--- src/rtl/add_round_key.sv ---
`default_nettype none
// ============================================================================
// Module      : add_round_key
// Description : AES AddRoundKey stage placed after mixColumns. Each accepted
//               128-bit state beat is XORed with the round key picked by an
//               internal round counter. Round keys live in a local bank of
//               NR+1 registers loaded through a write port. A single output
//               register with a valid/ready handshake lets the stage stall
//               against its consumer without dropping data.
//
// Ports       : clk, rst          - clock, asynchronous active-high reset
//               key_wr_en/addr/data - key bank write port (addr > NR ignored)
//               start             - restart the round counter at 0
//               in_valid/in_ready - input handshake, state_in payload
//               out_valid/out_ready - output handshake, state_out payload
//               round_out         - round index applied to state_out
//               last_round        - high with out_valid when round_out == NR
// Revision    : 1.0 - initial release
// ============================================================================
module add_round_key #(
    parameter int NR = 10
) (
    input  logic         clk,
    input  logic         rst,
    input  logic         key_wr_en,
    input  logic [3:0]   key_wr_addr,
    input  logic [127:0] key_wr_data,
    input  logic         start,
    input  logic         in_valid,
    output logic         in_ready,
    input  logic [127:0] state_in,
    output logic         out_valid,
    input  logic         out_ready,
    output logic [127:0] state_out,
    output logic [3:0]   round_out,
    output logic         last_round
);

    localparam logic [3:0] C_NR_IDX = 4'(NR);

    typedef enum logic [0:0] {
        S_EMPTY = 1'b0,
        S_FULL  = 1'b1
    } state_e;

    state_e         state_q;
    state_e         state_d;
    logic [127:0]   key_q [0:NR];
    logic [3:0]     rnd_q;
    logic [3:0]     rnd_d;
    logic [127:0]   state_out_q;
    logic [3:0]     round_out_q;
    logic           last_q;

    logic           w_out_valid;
    logic           w_in_ready;
    logic           w_accept;
    logic           w_key_wr_ok;
    logic [3:0]     w_eff_idx;
    logic [127:0]   w_key_sel;

    assign w_out_valid = (state_q == S_FULL);
    assign w_in_ready  = !w_out_valid || out_ready;
    assign w_accept    = in_valid && w_in_ready;
    assign w_key_wr_ok = key_wr_en && (key_wr_addr <= C_NR_IDX);

    // start forces round 0 for the beat presented in the same cycle.
    assign w_eff_idx   = start ? 4'd0 : rnd_q;

    // Registered bank: a read in the write cycle sees the previous key.
    assign w_key_sel   = key_q[w_eff_idx];

    // ------------------------------------------------------------------------
    // Key bank
    // ------------------------------------------------------------------------
    always_ff @(posedge clk or posedge rst) begin
        if (rst) begin
            for (int i = 0; i <= NR; i++) begin
                key_q[i] <= '0;
            end
        end else if (w_key_wr_ok) begin
            key_q[key_wr_addr] <= key_wr_data;
        end
    end

    // ------------------------------------------------------------------------
    // Round counter next state
    // ------------------------------------------------------------------------
    always_comb begin
        rnd_d = rnd_q;
        if (w_accept) begin
            rnd_d = (w_eff_idx == C_NR_IDX) ? 4'd0 : (w_eff_idx + 4'd1);
        end else if (start) begin
            rnd_d = 4'd0;
        end
    end

    // ------------------------------------------------------------------------
    // Output register occupancy FSM
    // ------------------------------------------------------------------------
    always_comb begin
        state_d = state_q;
        case (state_q)
            S_EMPTY: begin
                if (w_accept) begin
                    state_d = S_FULL;
                end
            end
            S_FULL: begin
                // Drain and refill in one cycle keeps the register full.
                if (w_accept) begin
                    state_d = S_FULL;
                end else if (out_ready) begin
                    state_d = S_EMPTY;
                end
            end
            default: state_d = S_EMPTY;
        endcase
    end

    always_ff @(posedge clk or posedge rst) begin
        if (rst) begin
            state_q <= S_EMPTY;
            rnd_q   <= 4'd0;
        end else begin
            state_q <= state_d;
            rnd_q   <= rnd_d;
        end
    end

    // Data lines only change on an accepted beat; they hold after a drain.
    always_ff @(posedge clk or posedge rst) begin
        if (rst) begin
            state_out_q <= '0;
            round_out_q <= 4'd0;
            last_q      <= 1'b0;
        end else if (w_accept) begin
            state_out_q <= state_in ^ w_key_sel;
            round_out_q <= w_eff_idx;
            last_q      <= (w_eff_idx == C_NR_IDX);
        end
    end

    assign in_ready   = w_in_ready;
    assign out_valid  = w_out_valid;
    assign state_out  = state_out_q;
    assign round_out  = round_out_q;
    assign last_round = last_q && w_out_valid;

endmodule
`default_nettype wire

--- config.mk ---
export PLATFORM = sky130hd
export DESIGN_NAME = add_round_key
export DESIGN_NICKNAME = d
export VERILOG_FILES = /design/src/rtl/add_round_key.sv
export SDC_FILE = /design/constraint.sdc
export NUM_CORES = 2
export LEC_CHECK = 0
export ABC_AREA = 1
export CAP_MARGIN = 40
export CORE_MARGIN = 3
export CORE_UTILIZATION = 40
export CTS_CLUSTER_SIZE = 20
export DETAILED_ROUTE_END_ITERATION = 10
export PLACE_DENSITY_LB_ADDON = 0.1
export SETUP_SLACK_MARGIN = 0.3
export SLEW_MARGIN = 20
export SYNTH_ARGS = -nofsm -noshare
export SYNTH_HDL_FRONTEND = slang
export SYNTH_SLANG_ARGS = --single-unit
--- constraint.sdc ---
create_clock -name clk -period 78.5 [get_ports clk]
set_clock_uncertainty 0.1 [all_clocks]
set_input_delay 15.7 -clock clk [delete_from_list [all_inputs] [get_ports clk]]
set_output_delay 15.7 -clock clk [all_outputs]
set_load 0.005 [all_outputs]
# Yosys cells after proc, flatten, opt, wreduce, memory -nomap -nowiden
# Cells that the tools add are included.
[op_classes]
shifts = 0
n_div = 0
n_reduce_logical = 6
n_bitwise = 4
addsub = 1
n_mux = 13
n_lt_le_gt_ge = 4
mul = 0
n_eq_ne = 1
[op_table]
columns = ["op", "count"]
rows = [
  ["bitwise mux 1408 bit", 1],
  ["binary-select mux 128 bit (select 4 bit)", 1],
  ["demux 128 bit (select 4 bit)", 1],
  ["two-way mux 128 bit", 3],
  ["bitwise XOR 128 bit", 1],
  ["two-way mux 4 bit", 3],
  ["greater-or-equal comparator 5 bit (second input constant)", 2],
  ["inverter 4 -> 5 bit", 2],
  ["< comparator 5 x 1 -> 1 bit (second input constant)", 1],
  ["adder 4 x 1 -> 4 bit (second input constant)", 1],
  ["== test 4 bit (second input constant)", 1],
  ["<= comparator 4 bit (second input constant)", 1],
  ["logical AND 1 bit", 4],
  ["two-way mux 1 bit", 3],
  ["case mux 1 bit (2 select lines)", 1],
  ["zero test 1 bit", 1],
  ["logical OR 1 bit", 1],
  ["inverter 1 bit", 1],
]
[word_totals]
latch_bits = 0
output_inout_bits = 135
in_bits = 266
romBits = 0
reg_bits = 1546
mem_count = 0
mem_bits_rw = 0

# Longest topological paths before layout
[logic_depth]
ltp_word = 6
mapped_depth = 13
mapped_depth_nobuf = 11

# Least setup slack after synthesis
# No wires, ideal clock.
[synth_timing]
path_kind = "input to output"
from = "input port out_ready"
to = "output port in_ready"
path_stages = 2
required_ns = 62.700
setup_slack_ns = 46.897
t_arrival_ns = 15.803
cell_sequence = "inv_1 > nand2_1"
[synth_between]
elab_chain_len = 1
[synth_lines]
columns = ["element", "line_no", "source"]
rows = [
  ["start: declaration", "33", "input logic out_ready,"],
  ["logical OR 1 bit", "63", "assign w_in_ready = !w_out_valid || out_ready;"],
  ["end: declaration", "30", "output logic in_ready,"],
]
# No other way between the ends.

# Final worst setup path
# Ends and elaborated chain as after synthesis.

==> impl_results.md <==
* Pre-antenna DRT Iters at 6
* Clock Latency Late Sink at 0.83 ns
* Area delta synth->final at 14.2%
* Port Buf Inserts at 400
* Clock Path Buffers at 3
* CTS Hold Bufs at 0
* Postcts setup bufs at 0
* Final core utilization at 0.462
* Peak supply drop at 0.0231 mV
* Vias in the first global route at 72700
* Syn Area/Cell at 6.96 um^2
* TNS Setup at 0 ns
* Share of the yosys chip area belonging to registers at 0.464
* Remaining DRCs at 0
* Minimum clock period at 32.65 ns
* Fin crit share at 0.416
* Cts bufs inserted at 182
* Slew Limit Fails at 0
* Switching power at 761 uW
* Critical path required time at 62.70 ns
* Core area at 0.206 mm^2
* Mapped Cells at 12000
* Clk network pwr share at 0.353
* Largest cells by area after synthesis: dfrtp_1, nand2_1, nand3_1
* Hpwl dp at 155000 um
* Root Driver: clkbuf_16
* Net Sw Frac at 0.311
* Max-cap violation count at 0
* Synth cell types at 24
* CTS tree: yes
* P_leak at 0.0476 uW
* Worst-path maximum fanout at 3
* Max-slew headroom at 0.315
* Critical Path Max Stage Delay at 0.53 ns
* Post-Syn Area at 0.0833 mm^2
* Crit path cell chain: clkdlybuf4s50_1 > inv_1 > nand2_1 > clkdlybuf4s50_1
* Top-area cell type share of the netlist area at 0.464
* CP arrival at 16.85 ns
* Clock-pin transition on the worst setup and hold timing paths at 0.06 ns
* #FFs+latches synth at 1546
* Synthesis Warnings at 0
* Fin. Hold Viols at 0
* Chip height at 462 um
* # IOs at 401
* CP Capture Type: output port
* Die Span X at 462 um
* Top cell type by total area after synthesis: dfrtp_1
* Post-DR wirelength/cell at 19.1 um
* RSZ-0062 raised after global routing: false
* Status: finished clean
* DR vias/cell at 5.25
* Worst-Margin Slew at 1.03 ns
* 1st-iter DRT viols at 6760
* Share of cells above drive strength 1 at 0.0402
* Initial antenna violation count at 3
* Fmax at 30.6 MHz
* Largest net degree at the start of global routing at 214
* Power per cell area at 25.7 mW/mm^2
* H-tree level count at 4
* Clock Sinks at 1546
* Endpoints failing setup at 0
* CP startpoint kind: primary input
* Initial core utilization at 0.405
* Combinational power share at 0.211
* Worst path most repeated cell: clkdlybuf4s50_1
* Seq pwr share at 0.436
* PostCTS Resize Cnt at 0
* # rows at 166
* Vias after detailed routing at 76700
* FF-to-FF setup slack at 72.81 ns
* Final WL at 279000 um
* Post-Syn Nets at 12200
* DRT antenna net count at 0
* GRT overflow at 0
* GPL Wtd Cong at 0.797
* Gr usage total at 0.257
* Min-Delay Path Class: reg2reg
* Int Pwr at 1680 uW
* Final nets at 12000
* First-pass GRT wire length at 436000 um
* Crit Path Category: in2out
* Worst-path cell with the longest stage delay: clkdlybuf4s50_1
* Die area at 0.214 mm^2
## metal layers
| metal | wire (um) | vias up | global-route usage |
|---|---|---|---|
| li1 | - | 37500 | - |
| met5 | 0 | - | 0 |
| met2 | 131000 | 2121 | 0.435 |
| met4 | 7530 | 0 | 0.0725 |
| met3 | 14500 | 373 | 0.0297 |
| met1 | 126000 | 36700 | 0.347 |
## cell usage after synthesis
master,instances
nor4_2,1
nand3_1,2433
clkbuf_1,494
nand4_1,3
buf_6,3
a21boi_0,1
inv_1,1036
nand3b_1,3
nand2_1,4498
a21o_1,1
dfrtp_1,1546
nand2_4,1
o21ai_1,4
buf_4,27
nor2_1,10
o21ai_0,1409
xor2_1,1
a21oi_2,1
nand2_2,2
inv_2,4
buf_2,416
nor3_1,2
or2_2,1
buf_1,63
## through the flow
stage               hold slack (ns)  power (uW)  std cells  cell area [um^2]  setup WS (ns)
floorplan                     0.350        1440      12000             83300          19.08
global placement              0.362        1570      14200             87500          45.80
detailed placement            0.365        1590      14300             88600          45.83
CTS                           0.381        2470      14600             94600          45.84
global route                  0.394        2610      14600             95200          45.80
finish                        0.377        2450      14600             95200          45.85
## worst paths after layout
check | from | to | cells past startpoint
max reg2reg | rnd_q[0] | state_out[73] | 16
max in group asynchronous | rst | key_q[1341] | 12
min reg2reg | state_out[62] | state_out[62] | 2
min in group asynchronous | rst | round_out[1] | 2
max | out_ready | in_ready | 4
min | state_out[62] | state_out[62] | 2
## cells by family (layout without fill, tap and decap cells)
| logic type | after synthesis | after routing | synth area share |
|---|---|---|---|
| buf+inv | 2043 | 1931 | 0.0998 |
| simple gates | 6954 | 6954 | 0.350 |
| flops | 1546 | 1546 | 0.464 |
| compound gates | 1416 | 1416 | 0.0852 |
| other cells | 0 | 3 | 0 |
| xor+xnor | 1 | 1 | 0.000105 |
## cell usage in the layout (no fill, tap or decap), drive strengths merged
master	synthesis	final
dfrtp	1546	1546
a21boi	1	1
clkinv	0	31
a21oi	1	1
clkbuf	494	275
nor4	1	1
clkdlybuf4s50	0	400
clkinvlp	0	3
nand4	3	3
xor2	1	1
nand2	4501	4501
nand3	2433	2433
or2	1	1
nor3	2	2
bufinv	0	10
inv	1040	1046
nand3b	3	3
a21o	1	1
buf	509	166
nor2	10	10
o21ai	1413	1413
diode	0	3
## critical path: cells and delay by family
kind	cells	cell delay [ns]
buf+inv	3	1.03
simple gates	1	0.13
## state kept, by name (all words and copies together) (netlist names)
signal / cells
out_valid: 1
rnd_q: 4
round_out: 4
last_q: 1
key_q: 1408
state_out: 128
## power by group through the flow
stage                     Clock, uW  Sequential (uW)  Combinational, uW
after floorplan                   0             1060                380
after global placement            0             1070                502
after detailed placement          0             1080                517
after CTS                       885             1070                519
after global routing            919             1090                605
final                           863             1070                516
## layout make-up
class                           count  area [um^2]
Sequential cell                  1546        38700
Timing Repair Buffer              566         6560
Multi-Input combinational cell   8371        36400
Clock inverter                     50          579
Fill cell                       20900       111000
Tap cell                         2772         3470
Antenna cell                        3         7.51
Inverter                         1040         3950
Clock buffer                      275         5500
No activity file was read; power rests on OpenSTA's default activity.
